## src/rtl/id_pkg.sv

```systemverilog
// Shared constants for the RV32I decode stage: opcodes, funct fields and the
// aluop/alusel encodings handed to EX.
package id_pkg;

  localparam int RegAddrLen = 5;
  localparam logic [31:0] ZERO_WORD = 32'h0000_0000;

  localparam logic [6:0] OPC_R      = 7'b0110011;
  localparam logic [6:0] OPC_IMM    = 7'b0010011;
  localparam logic [6:0] OPC_LOAD   = 7'b0000011;
  localparam logic [6:0] OPC_JALR   = 7'b1100111;
  localparam logic [6:0] OPC_STORE  = 7'b0100011;
  localparam logic [6:0] OPC_BRANCH = 7'b1100011;
  localparam logic [6:0] OPC_LUI    = 7'b0110111;
  localparam logic [6:0] OPC_AUIPC  = 7'b0010111;
  localparam logic [6:0] OPC_JAL    = 7'b1101111;

  localparam logic [2:0] F3_SLL = 3'b001;
  localparam logic [2:0] F3_SR  = 3'b101;
  localparam int         F7_ALT_BIT = 30;

  // aluop = {alt, funct3} for ALU ops; memory/branch carry {0, funct3}
  localparam logic [3:0] ALU_ADD  = 4'b0000;
  localparam logic [3:0] ALU_SUB  = 4'b1000;
  localparam logic [3:0] ALU_SLL  = 4'b0001;
  localparam logic [3:0] ALU_SLT  = 4'b0010;
  localparam logic [3:0] ALU_SLTU = 4'b0011;
  localparam logic [3:0] ALU_XOR  = 4'b0100;
  localparam logic [3:0] ALU_SRL  = 4'b0101;
  localparam logic [3:0] ALU_SRA  = 4'b1101;
  localparam logic [3:0] ALU_OR   = 4'b0110;
  localparam logic [3:0] ALU_AND  = 4'b0111;

  localparam logic [2:0] SEL_ALU    = 3'd0;
  localparam logic [2:0] SEL_LOAD   = 3'd1;
  localparam logic [2:0] SEL_STORE  = 3'd2;
  localparam logic [2:0] SEL_BRANCH = 3'd3;
  localparam logic [2:0] SEL_JUMP   = 3'd4;
  localparam logic [2:0] SEL_LUI    = 3'd5;
  localparam logic [2:0] SEL_AUIPC  = 3'd6;
  localparam logic [2:0] SEL_NONE   = 3'd7;

endpackage

```

## src/rtl/id_decoder.sv

```systemverilog
// Combinational RV32I field decoder. rd is forced to 0 when the instruction
// does not write a register so EX never sees a stray destination.
module id_decoder
  import id_pkg::*;
(
  input  logic [31:0]           inst,
  output logic [31:0]           imm,
  output logic [RegAddrLen-1:0] rd,
  output logic                  rd_we,
  output logic                  rs1_en,
  output logic                  rs2_en,
  output logic [3:0]            aluop,
  output logic [2:0]            alusel,
  output logic                  illegal,
  output logic                  use_imm
);

  logic [6:0]  opcode;
  logic [2:0]  funct3;
  logic [31:0] imm_i, imm_s, imm_b, imm_u, imm_j;

  assign opcode = inst[6:0];
  assign funct3 = inst[14:12];
  assign imm_i  = {{20{inst[31]}}, inst[31:20]};
  assign imm_s  = {{20{inst[31]}}, inst[31:25], inst[11:7]};
  assign imm_b  = {{19{inst[31]}}, inst[31], inst[7], inst[30:25], inst[11:8], 1'b0};
  assign imm_u  = {inst[31:12], 12'b0};
  assign imm_j  = {{11{inst[31]}}, inst[31], inst[19:12], inst[20], inst[30:21], 1'b0};

  always_comb begin
    imm     = ZERO_WORD;
    rd_we   = 1'b0;
    rs1_en  = 1'b0;
    rs2_en  = 1'b0;
    aluop   = ALU_ADD;
    alusel  = SEL_NONE;
    illegal = 1'b0;
    use_imm = 1'b0;
    case (opcode)
      OPC_R: begin
        rd_we  = 1'b1; rs1_en = 1'b1; rs2_en = 1'b1;
        aluop  = {inst[F7_ALT_BIT], funct3};
        alusel = SEL_ALU;
      end
      OPC_IMM: begin
        rd_we = 1'b1; rs1_en = 1'b1; use_imm = 1'b1;
        alusel = SEL_ALU;
        if (funct3 == F3_SLL || funct3 == F3_SR) begin
          imm   = {27'b0, inst[24:20]};
          aluop = {(funct3 == F3_SR) ? inst[F7_ALT_BIT] : 1'b0, funct3};
        end else begin
          imm   = imm_i;
          aluop = {1'b0, funct3};
        end
      end
      OPC_LOAD: begin
        rd_we = 1'b1; rs1_en = 1'b1; use_imm = 1'b1;
        imm = imm_i; aluop = {1'b0, funct3}; alusel = SEL_LOAD;
      end
      OPC_JALR: begin
        rd_we = 1'b1; rs1_en = 1'b1; use_imm = 1'b1;
        imm = imm_i; alusel = SEL_JUMP;
      end
      OPC_STORE: begin
        rs1_en = 1'b1; rs2_en = 1'b1;
        imm = imm_s; aluop = {1'b0, funct3}; alusel = SEL_STORE;
      end
      OPC_BRANCH: begin
        rs1_en = 1'b1; rs2_en = 1'b1;
        imm = imm_b; aluop = {1'b0, funct3}; alusel = SEL_BRANCH;
      end
      OPC_LUI: begin
        rd_we = 1'b1; use_imm = 1'b1; imm = imm_u; alusel = SEL_LUI;
      end
      OPC_AUIPC: begin
        rd_we = 1'b1; use_imm = 1'b1; imm = imm_u; alusel = SEL_AUIPC;
      end
      OPC_JAL: begin
        rd_we = 1'b1; use_imm = 1'b1; imm = imm_j; alusel = SEL_JUMP;
      end
      default: illegal = 1'b1;
    endcase
    rd = rd_we ? inst[11:7] : '0;
  end

endmodule

```

## src/rtl/id_stage_pipe.sv

```systemverilog
// Decode stage with forwarding priority mux, load-use interlock and the
// ID/EX output register behind a valid/ready handshake.
module id_stage_pipe
  import id_pkg::*;
#(
  parameter int XLEN   = 32,
  parameter int NUM_FW = 2,
  parameter int CNT_W  = 16
) (
  input  logic                       clk,
  input  logic                       rst,
  input  logic                       flush,
  input  logic                       in_valid,
  output logic                       in_ready,
  input  logic [XLEN-1:0]            in_pc,
  input  logic [31:0]                in_inst,
  output logic [RegAddrLen-1:0]      rs1_addr,
  output logic [RegAddrLen-1:0]      rs2_addr,
  output logic                       rs1_en,
  output logic                       rs2_en,
  input  logic [XLEN-1:0]            rs1_data,
  input  logic [XLEN-1:0]            rs2_data,
  input  logic [NUM_FW-1:0]          fw_valid,
  input  logic [NUM_FW-1:0]          fw_is_load,
  input  logic [5*NUM_FW-1:0]        fw_addr,
  input  logic [XLEN*NUM_FW-1:0]     fw_data,
  output logic                       out_valid,
  input  logic                       out_ready,
  output logic [XLEN-1:0]            out_pc,
  output logic [XLEN-1:0]            out_op1,
  output logic [XLEN-1:0]            out_op2,
  output logic [XLEN-1:0]            out_imm,
  output logic [RegAddrLen-1:0]      out_rd,
  output logic                       out_rd_we,
  output logic [3:0]                 out_aluop,
  output logic [2:0]                 out_alusel,
  output logic                       out_illegal,
  output logic [CNT_W-1:0]           stall_cnt
);

  typedef struct packed {
    logic            hit;
    logic            load;
    logic [XLEN-1:0] data;
  } fw_pick_t;

  // Scan from the oldest channel down so the youngest match overwrites.
  function automatic fw_pick_t fw_pick(input logic [RegAddrLen-1:0] rs,
                                       input logic [NUM_FW-1:0] v,
                                       input logic [NUM_FW-1:0] l,
                                       input logic [5*NUM_FW-1:0] a,
                                       input logic [XLEN*NUM_FW-1:0] d);
    fw_pick_t r;
    r = '0;
    for (int i = NUM_FW - 1; i >= 0; i--) begin
      if (rs != '0 && v[i] && a[5*i +: 5] == rs) begin
        r.hit  = 1'b1;
        r.load = l[i];
        r.data = d[XLEN*i +: XLEN];
      end
    end
    return r;
  endfunction

  logic [31:0]           dec_imm;
  logic [RegAddrLen-1:0] dec_rd;
  logic                  dec_rd_we, dec_illegal, dec_use_imm;
  logic [3:0]            dec_aluop;
  logic [2:0]            dec_alusel;
  logic [XLEN-1:0]       imm_x, op1, op2_src, op2;
  fw_pick_t              pick1, pick2;
  logic                  hazard, accept;

  id_decoder u_dec (
    .inst    (in_inst),
    .imm     (dec_imm),
    .rd      (dec_rd),
    .rd_we   (dec_rd_we),
    .rs1_en  (rs1_en),
    .rs2_en  (rs2_en),
    .aluop   (dec_aluop),
    .alusel  (dec_alusel),
    .illegal (dec_illegal),
    .use_imm (dec_use_imm)
  );

  assign rs1_addr = in_inst[19:15];
  assign rs2_addr = in_inst[24:20];
  assign imm_x    = XLEN'($signed(dec_imm));

  assign pick1 = fw_pick(rs1_addr, fw_valid, fw_is_load, fw_addr, fw_data);
  assign pick2 = fw_pick(rs2_addr, fw_valid, fw_is_load, fw_addr, fw_data);

  assign op1     = (!rs1_en || rs1_addr == '0) ? '0 : (pick1.hit ? pick1.data : rs1_data);
  assign op2_src = (!rs2_en || rs2_addr == '0) ? '0 : (pick2.hit ? pick2.data : rs2_data);
  assign op2     = dec_use_imm ? imm_x : op2_src;

  assign hazard   = (rs1_en && pick1.hit && pick1.load) || (rs2_en && pick2.hit && pick2.load);
  assign in_ready = rst && !flush && !hazard && (!out_valid || out_ready);
  assign accept   = in_valid && in_ready;

  always_ff @(posedge clk) begin
    if (!rst) begin
      out_valid   <= 1'b0;
      out_pc      <= '0;
      out_op1     <= '0;
      out_op2     <= '0;
      out_imm     <= '0;
      out_rd      <= '0;
      out_rd_we   <= 1'b0;
      out_aluop   <= '0;
      out_alusel  <= '0;
      out_illegal <= 1'b0;
      stall_cnt   <= '0;
    end else begin
      if (flush) begin
        out_valid <= 1'b0;
      end else if (accept) begin
        out_valid   <= 1'b1;
        out_pc      <= in_pc;
        out_op1     <= op1;
        out_op2     <= op2;
        out_imm     <= imm_x;
        out_rd      <= dec_rd;
        out_rd_we   <= dec_rd_we;
        out_aluop   <= dec_aluop;
        out_alusel  <= dec_alusel;
        out_illegal <= dec_illegal;
      end else if (out_ready) begin
        out_valid <= 1'b0;
      end
      if (in_valid && hazard && !flush && stall_cnt != '1)
        stall_cnt <= stall_cnt + CNT_W'(1);
    end
  end

endmodule

```

## config.mk

```make
export PLATFORM = sky130hd
export DESIGN_NAME = id_stage_pipe
export DESIGN_NICKNAME = d
export VERILOG_FILES = /design/src/rtl/id_pkg.sv /design/src/rtl/id_decoder.sv /design/src/rtl/id_stage_pipe.sv
export SDC_FILE = /design/constraint.sdc
export NUM_CORES = 1
export LEC_CHECK = 0
export BUFFER_PORTS_ARGS = -buffer_cell sky130_fd_sc_hd__buf_4
export CORE_AREA = 5 5 147 149
export DETAILED_ROUTE_END_ITERATION = 10
export DIE_AREA = 0 0 152 154
export GPL_ROUTABILITY_DRIVEN = 1
export PLACE_DENSITY_LB_ADDON = 0.2
export SLEW_MARGIN = 20
export SYNTH_ARGS = -nofsm -noshare
export SYNTH_HDL_FRONTEND = slang
export SYNTH_SLANG_ARGS = --single-unit
```

## constraint.sdc

```tcl
create_clock -name clk -period 2.89 [get_ports clk]
set_input_delay 0.1445 -clock clk [delete_from_list [all_inputs] [get_ports clk]]
set_output_delay 0.1445 -clock clk [all_outputs]
set_load 0.01 [all_outputs]
```

==> summary.md <==
| Metric | Value |
|---|---|
| Lkg Pwr | `5.64 nW` |
| Worst Path Buf+Inv | `2` |
| WL final | `~34,000 um` |
| Filler cells | `around 1,900` |
| Area Growth Syn to Fin | `49.3%` |
| Post-route minimum period | `~2400 ps` |
| Root buffer cell | `clkbuf_16` |
| Final setup fails | `0` |
| Die Ht | `154 um` |
| Die footprint | `around 23,000 um^2` |
| Worst-path maximum fanout | `95` |
| Area fraction of the dominant cell type after synthesis | `between 30% and 40%` |
| Initial drt markers | `between 600 and 700` |
| Worst path required time | `3270 ps` |
| Primary FF master, synth | `dfxtp_1` |
| Status | `complete, no violations` |
| Post-DP HPWL | `~25,000 um` |
| Async SR Flop Fraction | `0%` |
| Maxcap violations | `0` |
| Worst-margin pin slew | `around 880 ps` |
| First-pass iteration count of the detailed router | `5` |
| First-pass GRT wire length | `51,700 um` |
| Crit path kind | `in -> reg` |
| Die width | `around 150 um` |
| TritonCTS clock tree | `built` |
| Grt total ovfl | `0` |
| Routability cong. | `~0.86` |
| Initial antenna violation count | `1` |
| Syn avg cell area | `about 7.6 um^2` |
| Post-CTS Setup Bufs | `0` |
| Cell Area, Synth | `about 8200 um^2` |
| Setup TNS Final | `0 ps` |
| Fraction of layout cells with a size suffix above 1 | `33.4%` |
| Max Clk Rate | `~420 MHz` |
| Top delay family on crit path | `compound AO/OA/AOI/OAI gates` |
| Antenna cell count | `0` |
| # DRC | `0` |
| Clock Sinks | `159` |
| # port buffers | `382` |
| I/O pin cnt | `approximately 380` |
| Most frequent cell after synthesis | `dfxtp_1` |
| Initial core utilization | `41.0%` |
| P per Cell Area | `~440 nW/um^2` |
| Netlist cell types | `53` |
| Final Hold Vio Count | `0` |
| Clock latency on the worst-skew pair | `430 ps` |
| Seq/Total Area, Yosys | `between 30 and 40%` |
| Hold slack final | `roughly 13 ps` |
| Post-synth EDFFs | `0` |
| Yosys top cell by area | `dfxtp_1` |
| Hold Crit Class | `in -> reg` |
| Total power | `about 5.5 mW` |
| CTS Buf Count | `17` |
| GRT Total Usage | `a little over a quarter` |
| Post-route ant nets | `0` |
| # nets final | `1,651` |
| Post-route clock period utilization | `81.9%` |
| DR vias | `9,490` |
| Cells after Synth | `approximately 1,100` |
| Yosys reg bits | `about 160` |
| Worst setup EP type | `flip-flop` |
| RSZ-0062 raised after global routing | `false` |
| CTS max path bufs | `2` |
| Most frequent cells after synthesis | `dfxtp_1 (159), nand2_1 (145), nand3_1 (128)` |
| Worst IR Drop VDD | `0.000409 V` |
| Pin count of the biggest net entering global routing | `96` |
| Row Count | `52` |
| Fin Clk Skew | `roughly 8.9 ps` |
| Syn Nets | `between 1,000 and 1,500` |
| Number of global-route vias before repair | `between 9,000 and 10,000` |
| Worst path slowest cell | `or4_4` |
| Via-to-Cell Ratio | `between 5 and 6` |
| Slew headroom | `just over 40%` |
| Routed WL per cell | `between 15 and 20 um` |
| CTS clock-pin slew for the worst setup and hold paths | `70 ps` |
| Startpoint class of the critical path | `primary input` |
| Final Slew Violations | `0` |
| Critical Path, Cell by Cell | `buf_4 -> or4_4 -> o211a_1 -> o2111a_1 -> o21a_1 -> or3_4 -> buf_12 -> a2111oi_0 -> a31o_2` |
| Ys Warns | `0` |
| WP data arrival | `~2800 ps` |
| CP max stage delay | `550 ps` |
| Htree depth | `4` |
| Core area | `roughly 20,000 um^2` |
| Ranking of synthesized cells by area | `dfxtp_1 (39%), nand3_1 (7.8%), nand2_1 (6.6%)` |
## cell type report
class                      count  area (um^2)  area share, %
multi-input combinational    803         4550           37.1
inverter                       9         33.8          0.275
timing repair buffer         449         3550           28.9
tap                          270          338           2.75
clock buffer                  17          425           3.47
clock inverter                15          201           1.64
sequential                   159         3180           25.9
## registers in the layout, summed over array words and instances, names as in the netlist
register	cells
out_op2	32
out_imm	32
out_rd_we	1
out_illegal	1
stall_cnt	16
out_pc	32
out_aluop	4
out_op1	32
out_valid	1
out_rd	5
out_alusel	3
## path summary, 6_finish.rpt
path / slack, ps / cells after the start / startpoint / to
min reg2reg: 460 / 2 / out_imm[6]$_SDFFE_PN0P_ / out_imm[6]$_SDFFE_PN0P_
max: 520 / 9 / in_inst[18] / out_op1[6]$_SDFFE_PN0P_
min: 10 / 3 / in_inst[13] / out_aluop[1]$_SDFFE_PN0P_
max reg2reg: 760 / 7 / out_valid$_SDFFE_PP0P_ / out_op1[6]$_SDFFE_PN0P_
## routing by layer
| layer | vias to the layer above | GRT usage, % | routed length, um |
|---|---|---|---|
| met5 | - | 0 | 13 |
| met3 | 61 | 7.95 | 2910 |
| met4 | 2 | 10.8 | 1020 |
| met2 | 422 | 44.9 | 16200 |
| met1 | 4432 | 33.9 | 13800 |
| li1 | 4573 | - | - |
## where the power goes
group	switching, mW	internal (mW)	total (mW)	leakage, nW
registers	0.0220	2.23	2.25	1.29
clock network	1.05	1.39	2.44	0.302
logic	0.382	0.384	0.766	4.05
## placed cells by master, fill, tap and decap left out, types with 6 or more instances in the layout
| master | instances |
|---|---|
| a2111oi_2 | 6 |
| a211oi_1 | 7 |
| mux2i_1 | 37 |
| nand2b_1 | 10 |
| dfxtp_1 | 159 |
| a31o_2 | 27 |
| nor3_1 | 17 |
| and3_1 | 6 |
| nand3_1 | 127 |
| inv_1 | 9 |
| o21ai_0 | 95 |
| clkbuf_16 | 17 |
| buf_4 | 403 |
| a2111oi_0 | 26 |
| a31o_1 | 6 |
| dlygate4sd3_1 | 40 |
| nor2_1 | 93 |
| nand2_1 | 145 |
| o211ai_1 | 7 |
| xnor2_1 | 14 |
| buf_12 | 6 |
| xor2_1 | 8 |
| a21oi_1 | 99 |
## stage by stage
| step | std cells | utilization (%) | instance area [um^2] | setup WS [ps] |
|---|---|---|---|---|
| after detailed placement | 1650 | 56.1 | 11200 | 106 |
| after floorplan | 1080 | - | 8220 | 332 |
| after CTS | 1722 | 61.3 | 12300 | 563 |
| final | 1722 | 61.3 | 12300 | 523 |
| after global routing | 1722 | 61.3 | 12300 | 304 |
| after global placement | 1650 | 56.1 | 11200 | 187 |
## logic make-up (layout without fill, tap and decap cells)
kind of cell / after synthesis / after routing / synth area share (%)
buf+inv: 118 / 490 / 6.35
simple gates: 441 / 441 / 24.5
flops: 159 / 159 / 38.7
xor+xnor: 22 / 22 / 2.34
compound gates: 302 / 302 / 23.4
fa+ha+maj: 1 / 1 / 0.152
mux: 37 / 37 / 4.50
## repair_timing
action	4_1_cts	5_1_grt
hold endpoints to repair	40	0
gates resized for setup	0	0
hold buffers	40	0
## worst reg2reg max path: stages (launching register included)
cell	delay, ps
dfxtp_1	310
nor2b_1	130
nor3_1	180
nand2_1	180
or3_4	400
buf_12	220
a2111oi_0	500
a31o_2	170
Power figures use the tool's default switching activity.
